File: config.mk
export PLATFORM = sky130hd
export DESIGN_NAME = nn_operand_seq
export DESIGN_NICKNAME = d
export VERILOG_FILES = /design/src/rtl/nn_operand_seq.sv
export SDC_FILE = /design/constraint.sdc
export NUM_CORES = 1
export LEC_CHECK = 0
export CORE_MARGIN = 3
export CORE_UTILIZATION = 30
export DETAILED_ROUTE_END_ITERATION = 10
export GPL_TIMING_DRIVEN = 1
export PLACE_DENSITY_LB_ADDON = 0.1
export SYNTH_ARGS = -nofsm -noshare
export SYNTH_HDL_FRONTEND = slang
export SYNTH_SLANG_ARGS = --single-unit
File: constraint.sdc
create_clock -name clk -period 3.8 [get_ports clk]
set_clock_uncertainty 0.15 [all_clocks]
set_input_delay 1.14 -clock clk [delete_from_list [all_inputs] [get_ports clk]]
set_output_delay 1.14 -clock clk [all_outputs]
set_load 0.01 [all_outputs]
File: src/rtl/nn_operand_seq.sv
// Operand sequencer for a bit-serial NN MAC: fetches activation/weight pairs and
// streams each activation LSB-first against a held weight. Optional ALU backpressure via SEQ_STALL_EN.
module nn_operand_seq #(
    parameter int DATA_W = 8,
    parameter int ADDR_W = 6
) (
    input  logic              clk,
    input  logic              rst,
    input  logic              start,
    input  logic [ADDR_W-1:0] vec_len,
    input  logic [ADDR_W-1:0] base_in,
    input  logic [ADDR_W-1:0] base_wt,
`ifdef SEQ_STALL_EN
    input  logic              alu_ready,
`endif
    output logic              busy,
    output logic              done,
    output logic              in_re,
    output logic              wt_re,
    output logic [ADDR_W-1:0] in_addr,
    output logic [ADDR_W-1:0] wt_addr,
    input  logic [DATA_W-1:0] in_rdata,
    input  logic [DATA_W-1:0] wt_rdata,
    output logic              alu_in_a_lsb,
    output logic [DATA_W-1:0] alu_in_b,
    output logic              alu_op,
    output logic              alu_first,
    output logic              alu_last
);

    localparam int CNT_W = (DATA_W > 1) ? $clog2(DATA_W) : 1;

    typedef enum logic [2:0] {
        S_IDLE,
        S_FETCH,
        S_LOAD,
        S_SHIFT,
        S_DONE
    } state_t;

    state_t            state, state_nx;
    logic [ADDR_W-1:0] len_q, bin_q, bwt_q, k_q;
    logic [CNT_W-1:0]  bit_q;
    logic [DATA_W-1:0] sreg, b_q;
    logic              step_en, last_bit, last_pair;

`ifdef SEQ_STALL_EN
    assign step_en = alu_ready;
`else
    assign step_en = 1'b1;
`endif

    assign last_bit  = (bit_q == CNT_W'(DATA_W - 1));
    // Extra MSB keeps k+1 from wrapping when vec_len is the largest encodable count.
    assign last_pair = (({1'b0, k_q} + (ADDR_W + 1)'(1)) >= {1'b0, len_q});

    assign alu_in_a_lsb = sreg[0];
    assign alu_in_b     = b_q;

    always_ff @(posedge clk or posedge rst) begin
        if (rst) state <= S_IDLE;
        else     state <= state_nx;
    end

    always_comb begin
        state_nx  = state;
        busy      = (state != S_IDLE);
        done      = 1'b0;
        in_re     = 1'b0;
        wt_re     = 1'b0;
        in_addr   = '0;
        wt_addr   = '0;
        alu_op    = 1'b0;
        alu_first = 1'b0;
        alu_last  = 1'b0;
        case (state)
            S_IDLE: begin
                if (start) state_nx = (vec_len == '0) ? S_DONE : S_FETCH;
            end
            S_FETCH: begin
                in_re    = 1'b1;
                wt_re    = 1'b1;
                in_addr  = bin_q + k_q;
                wt_addr  = bwt_q + k_q;
                state_nx = S_LOAD;
            end
            S_LOAD: state_nx = S_SHIFT;
            S_SHIFT: begin
                if (step_en) begin
                    alu_op    = 1'b1;
                    alu_first = (k_q == '0) && (bit_q == '0);
                    alu_last  = last_pair && last_bit;
                    if (last_bit) state_nx = last_pair ? S_DONE : S_FETCH;
                end
            end
            S_DONE: begin
                done     = 1'b1;
                state_nx = S_IDLE;
            end
            default: state_nx = S_IDLE;
        endcase
    end

    always_ff @(posedge clk or posedge rst) begin
        if (rst) begin
            len_q <= '0;
            bin_q <= '0;
            bwt_q <= '0;
            k_q   <= '0;
            bit_q <= '0;
            sreg  <= '0;
            b_q   <= '0;
        end else begin
            case (state)
                S_IDLE: begin
                    if (start) begin
                        len_q <= vec_len;
                        bin_q <= base_in;
                        bwt_q <= base_wt;
                        k_q   <= '0;
                        bit_q <= '0;
                    end
                end
                S_LOAD: begin
                    sreg  <= in_rdata;
                    b_q   <= wt_rdata;
                    bit_q <= '0;
                end
                S_SHIFT: begin
                    if (step_en) begin
                        sreg <= sreg >> 1;
                        if (last_bit) begin
                            bit_q <= '0;
                            k_q   <= k_q + ADDR_W'(1);
                        end else begin
                            bit_q <= bit_q + CNT_W'(1);
                        end
                    end
                end
                default: ;
            endcase
        end
    end

endmodule

# [Yosys cells after proc, flatten, opt, wreduce, memory -nomap -nowiden]
# Cells that the tools add are included.
[word_totals] reg_bits=46 in_bits=37 out_inout_bits=28
[op_classes] n_addsub=5 magnitude_cmp=1 eq_ne=7 n_mux=19 reduce_logical=14
[op_table] operator="$mux W6" n=4
[op_table] operator="$mux W3" n=6
[op_table] operator="$pmux W8 S2" n=1
[op_table] operator="$add A6 B6 Y6" n=2
[op_table] operator="$logic_not A6 Y1" n=2
[op_table] operator="$pmux W3 S4" n=1
[op_table] operator="$pmux W6 S2" n=1
[op_table] operator="$pmux W3 S3" n=1
[op_table] operator="$add A6 B1 Y7 const B" n=1
[op_table] operator="$ge A7 B6 Y1" n=1
[op_table] operator="$add A6 B1 Y6 const B" n=1
[op_table] operator="$eq A3 B2 Y1 const B" n=2
[op_table] operator="$eq A3 B3 Y1 const B" n=2
[op_table] operator="$logic_not A3 Y1" n=2
[op_table] operator="$reduce_and A2 Y1" n=3
[op_table] operator="$reduce_bool A3 Y1" n=2
[op_table] operator="$mux W1" n=5
[op_table] operator="$ne A2 B2 Y1 const B" n=2
[op_table] operator="$reduce_bool A2 Y1" n=2
[op_table] operator="$add A3 B1 Y3 const B" n=1
[op_table] operator="$eq A3 B1 Y1 const B" n=1
[op_table] operator="$reduce_and A3 Y1" n=1
[op_table] operator="$logic_and A1 B1 Y1" n=2

# [Depth between registers and ports, before layout]
[depth] ltp_word=5 depth_mapped=8 mapped_depth_nobuf=8

# [Least setup slack after synthesis]
# OpenSTA, ideal clock, no wires.
[synth_path] path_kind="register to output" startpoint="register k_q[1]" endpoint="output port alu_last" t_arrival_ns=1.849 slack_ns=0.661 stages_incl_launch_ff=8 n_path_buf=0 cell_sequence="dfrtp_1 ha_1 nand3_1 xnor2_1 ha_1 and3_1 a211oi_1 nor2_1"
[synth_via] elab_chain_cells=4
[synth_rtl] element="start, declared" line="42" source="logic [ADDR_W-1:0] len_q, bin_q, bwt_q, k_q;"
[synth_rtl] element="start signal, assigned" line="134" source="k_q <= k_q + ADDR_W'(1);"
[synth_rtl] element="$add A6 B1 Y7" line="55" source="assign last_pair = (({1'b0, k_q} + (ADDR_W + 1)'(1)) >= {1'b0, len_q});"
[synth_rtl] element="$ge A7 B6 Y1" line="55"
[synth_rtl] element="$logic_and A1 B1 Y1" line="92" source="alu_last = last_pair && last_bit;"
[synth_rtl] element="$mux W1" line="76" source="case (state)"
[synth_rtl] element="end, declared" line="28" source="output logic alu_last"
# Every way passes these cells.

# [Worst setup path after layout]
[layout_path] startpoint="register k_q[1]" endpoint="output port wt_addr[5]"
[layout_via] elab_chain_cells=2
[layout_rtl] element="$add A6 B6 Y6" line="84" source="wt_addr = bwt_q + k_q;"
[layout_rtl] element="$mux W6" line="76"
[layout_rtl] element="end, declared" line="21" source="output logic [ADDR_W-1:0] wt_addr,"
# Every way passes these cells.

==> results.md <==
- Synth warn: 0
- Core Util, Final: 0.429
- Crit Path Max Fanout: 5
- Row cnt: 33
- Global-route wire length before repair: ~10000 um
- Final wirelength: 6240 um
- Post-synth top area cell: dfrtp_1
- H-tree lvl count: 2
- Drt wl/cell: around 14 um
- Worst Path Required: 2.51 ns
- Post-CTS Hold Buffers: 0
- Register area share after synthesis: 0.432
- Initial antenna violation count: 0
- Antenna-violating nets left: 0
- Core area: roughly 0.0084 sq mm
- Comb pwr share: 0.524
- Final hold violation count: 0
- Post-layout minimum cycle time: around 3.7 ns
- Die Height: 100 um
- EDFF count, synth: 0
- Vias in the first global route: 2124
- Slew @ Worst Pin: 0.668 ns
- Synth cell types: 43
- Layout cell share with drive strength beyond 1: 0.177
- Net Sw Power: 955 uW
- Critical Path AT: 2.43 ns
- Most frequent cell after synthesis: dfrtp_1
- FFs w/ async S/R, synth: 1.00
- Clock-pin slew on the worst setup and hold paths: about 0.09 ns
- First drt pass iteration count: 4
- Largest net degree at the start of global routing: 21
- DRT iter0 DRCs: 60
- Compound-gate portion of the synthesized area: 0.132
- # IOs: 65
- Pleak: between 1.5 and 2 nW
- Int Power: around 1.6 mW
- CTS Sinks: 46
- Longest Clk Path Bufs: 2
- Num CTS Buffers: 5
- Final Power: 2.55 mW
- Yosys reg bits: 46
- F_max: 269 MHz
- Synth top area share: 0.432
- Mapped Cells: between 200 and 300
- Detail Placement HPWL: 4640 um
- Die Wd: approximately 100 um
- Crit path cell chain: buf_4, ha_1, a211oi_2, o21bai_1, a2111o_1, o21ai_1, dlygate4sd2_1
- CP Class: register to output port
- Hold Path Class: register to register
- Post-Syn Area: 0.00267 sq mm
- Max Slew Vio Count: 0
- Synth-to-layout area growth: 35.4%
- Clk pwr share: 0.148
- Status: finished, final reports clean
- Crit-path max cell delay: ~0.45 ns
- PwrDens: 707 mW/mm^2
- Vias after detailed routing: 2108
- Final Cell Area: 0.00361 sq mm
- Total gr overflow: 0
- Seq pwr share: 0.329
- Synth area leaders: dfrtp_1 43%, ha_1 9.9%, mux2_2 8.9%
- Post-Syn Nets: 311
- Placed inst area: between 0.003 and 0.004 sq mm
- Rel. slew slack: 0.553
- CP startpoint kind: register
- Initial Utilization: 0.317
- Final period utilization: 0.979
- CTS tree: yes
- Top cells by count, synth: 46 x dfrtp_1, 21 x ha_1, 21 x mux2_2
- Peak supply drop: between 0.2 and 0.3 mV
- Diodes inserted: 0
- MaxCap Viol Count: 0
- GRT Overall Usage: 0.130
- Setup Viol. Count Final: 0
- Vias/cell: 4.88
- Post-Synth Simple-Gate Area: 0.129
- Sw Share: 0.374
- CP endpoint kind: output port
- Gpl congestion: 0.820
- Largest family of logic cells by synthesized area: compound AO/OA/AOI/OAI gates
- Residual DRC: 0
- Layout Nets: 386
- Die Area: 0.0101 sq mm
- Post-Synth Adder-Cell Area: 0.114
- Average size of a mapped cell: 10.6 sq um
- CP max-delay cell: dfrtp_2
- Synth Flop Type: dfrtp_1
- Post-synthesis mux area share: 0.115
- Clk Tree Root Cell: clkbuf_8
- Worst-Skew Late Latency: 0.30 ns
- Post-Synth XOR/XNOR Area: 0.0328
- IO buf count: 64
[worst paths after layout]
path | to | from | slack, ns | cells past startpoint
min in group asynchronous | state[2] | rst | 0.91 | 2
max reg2reg | state[0] | k_q[1] | 1.53 | 9
min reg2reg | sreg[0] | sreg[0] | 0.33 | 2
max in group asynchronous | k_q[1] | rst | 2.03 | 3
min | sreg[0] | sreg[0] | 0.33 | 2
max | wt_addr[5] | k_q[1] | 0.08 | 7
[worst max-delay path, delay by kind of cell (launching register included)]
family                   cells  cell delay, ns
buffers and inverters        2            0.44
adder cells (fa/ha/maj)      1            0.30
AO/OA/AOI/OAI                4            0.92
flip-flops                   1            0.45
[routing by layer]
layer / routed length, um / vias to the layer above / track usage / share of wire
li1: - / 1035 / - / -
met1: 2900 / 1013 / 0.182 / 0.47
met2: 2910 / 53 / 0.208 / 0.47
met3: 343 / 7 / 0.0257 / 0.055
met4: 76 / 0 / 0.0311 / 0.012
met5: 0 / - / 0 / 0
[layout make-up]
| cell class | count | area [sq um] |
|---|---|---|
| well taps | 105 | 131 |
| flip-flops and latches | 46 | 1150 |
| multi-input cells | 180 | 1410 |
| repair buffers | 80 | 752 |
| clock inverters | 3 | 43.8 |
| inverters | 13 | 51.3 |
| fillers | 840 | 4810 |
| clock buffers | 5 | 68.8 |
[cell families after synthesis]
logic type / after synthesis
simple gates: 65
fa+ha+maj: 23
buf+inv: 25
xor+xnor: 10
flops: 46
compound gates: 54
mux: 28
[sequential cells by signal (all words and copies together) (netlist names)]
name / count
k_q: 6
alu_in_b: 8
bit_q: 3
bwt_q: 6
bin_q: 6
state: 3
len_q: 6
sreg: 8
[power groups by stage]
stage	Sequential, mW	Combinational (mW)	Clock, mW
finish	0.838	1.34	0.377
global route	0.871	1.52	0.409
CTS	0.844	1.32	0.393
detailed placement	0.854	1.28	0
global placement	0.852	1.27	0
floorplan	0.829	0.838	0
[repair_timing]
action                     in CTS  in global routing
setup endpoints to repair       5                  2
resized for setup              11                  5
pin swaps                       0                  2
hold endpoints to repair        0                  0
buffers inserted                2                  3
[cell usage in the layout (no fill, tap or decap), types with 4 or more instances in the layout]
cell type and instances:
clkdlybuf4s50_1 59, dfrtp_1 44, mux2_2 21, ha_1 21, nand2_1 20, o21ai_0 17
nor2_1 17, buf_4 16, inv_1 11, a22o_1 7, a21oi_1 7, xnor2_1 7
mux2i_1 7, o21ai_1 5, and2_1 5, clkbuf_8 5, a21o_1 4
[stage by stage]
stage                     setup slack, ns  setup TNS (ns)  hold WS, ns  cells
after floorplan                     0.661               0        0.300    251
after global placement             0.0873               0        0.311    419
after detailed placement           0.0584               0        0.320    419
after CTS                         -0.0498         -0.0498        0.342    429
after global routing              -0.0148         -0.0254        0.368    432
final                              0.0804               0        0.334    432
No activity file was read; power rests on OpenSTA's default activity.
==> variant (config.mk and constraints unchanged) <==
The parameter `ADDR_W` goes from 6 to 5.
--- a/src/rtl/nn_operand_seq.sv
+++ b/src/rtl/nn_operand_seq.sv
@@ -4,3 +4,3 @@
     parameter int DATA_W = 8,
-    parameter int ADDR_W = 6
+    parameter int ADDR_W = 5
 ) (
Ports: changed (5 resized); port bits go from 65 to 60. No check against the original RTL was run, so the function may have changed too.
==> variant against the unedited design <==
  * Register-to-register slack better by 0.05 ns
  * Routed wire length is 19% lower
  * Sequential cell count is 4 lower
  * Synthesized area is 12% lower
  * Non-clock buffer count is 8 lower
  * Count of clock-buffer cells in the layout stayed put
  * Design area is 12% lower
  * Power is 15% lower
  * Final cell count is 12% lower
  * Combinational power is 17% lower
  * Die area is 12% lower
  * Setup slack better by 0.074 ns
  * Synthesized cell count is 16% lower
  * Critical path depth stayed put
  * Critical endpoint is now alu_last
==> variant: results (changes against the unedited design) <==
outcome: "complete, no violations"  # unchanged
synth.area.top_cells: "sky130_fd_sc_hd__dfrtp_1, sky130_fd_sc_hd__ha_1, sky130_fd_sc_hd__mux2_1"  # was sky130_fd_sc_hd__dfrtp_1, sky130_fd_sc_hd__ha_1, sky130_fd_sc_hd__mux2_2
route.detailed.vias_per_inst: 4.51  # was 4.88
fin_crit_sh_pct: 95.9  # was 97.9%
finish.cell_count_without_fillers: 381  # was 432
nonClkBufAreaFrac_pct: 21.4  # was 20.8%
dp_cells: 371  # was 419
vdd_drop_max_mv: 0.245  # was 0.286 mV
layout.non_clock_buffers: 72  # was 80
total_leakage_power_nw: 1.45  # was 1.65 nW
num-multi-input-gates: 148  # was 180
synthesis.nets: 266  # was 311
via_count_of_the_first_global_routing_pass: 1794  # was 2124
final.fill_count: 741  # was 840
gp_congestion: 0.734  # was 0.820
number_of_design_rule_violations_left_by_the_first_detailed_router_iteration: 43  # was 60
netlist_top_cells_count: "sky130_fd_sc_hd__dfrtp_1, sky130_fd_sc_hd__ha_1, sky130_fd_sc_hd__nand2_1"  # was sky130_fd_sc_hd__dfrtp_1, sky130_fd_sc_hd__ha_1, sky130_fd_sc_hd__mux2_2
wl_met3_um: 272  # was 343 um
setup_slack_reg_to_reg_ns: 1.58  # was 1.53 ns
p_switching_uw: 782  # was 955 uW
dp_slack_ns: 0.119  # was 0.0584 ns
inverters_excl_clock: 12  # was 13
detailedPlacementHpwl_um: 3800  # was 4640 um
layout.nets: 335  # was 386
wire_length_of_the_first_global_routing_pass_um: 8650  # was 10400 um
met2_length_um: 2190  # was 2910 um
tightestPinTransition_ns: 0.475  # was 0.668 ns
grtUsageMet2_pct: 18.4  # was 20.8%
worstReg2RegStart: "k_q[0]"  # was k_q[1]
synth-seq-cells: 42  # was 46
## variant: kinds of logic after synthesis
logic type,share of synthesized area (%)
flops,45.0
xor+xnor,4.13
buf+inv,4.13
fa+ha+maj,11.4
compound gates,11.8
simple gates,11.4
mux,12.2
## variant: repair_timing
| item | CTS | global route |
|---|---|---|
| gates cloned | 0 | 0 |
| gates resized for setup | 4 | 0 |
| buffers inserted | 1 | 1 |
| pin swaps | 1 | 0 |
| setup endpoints to repair | 3 | 1 |
## variant: power groups by stage
stage          sequential (mW)  clock (mW)  combinational (mW)
6_report                 0.761       0.295                1.11
5_1_grt                  0.795       0.327                1.25
4_1_cts                  0.768       0.309                1.13
3_5_place_dp             0.775           0                1.11
3_3_place_gp             0.769           0                1.11
2_1_floorplan            0.781           0               0.691
## variant: metrics by stage
step	hold WS (ns)	instance area, um^2
after floorplan	0.300	2330
after global placement	0.310	3090
after detailed placement	0.321	3090
after CTS	0.341	3180
after global routing	0.375	3190
final	0.331	3190
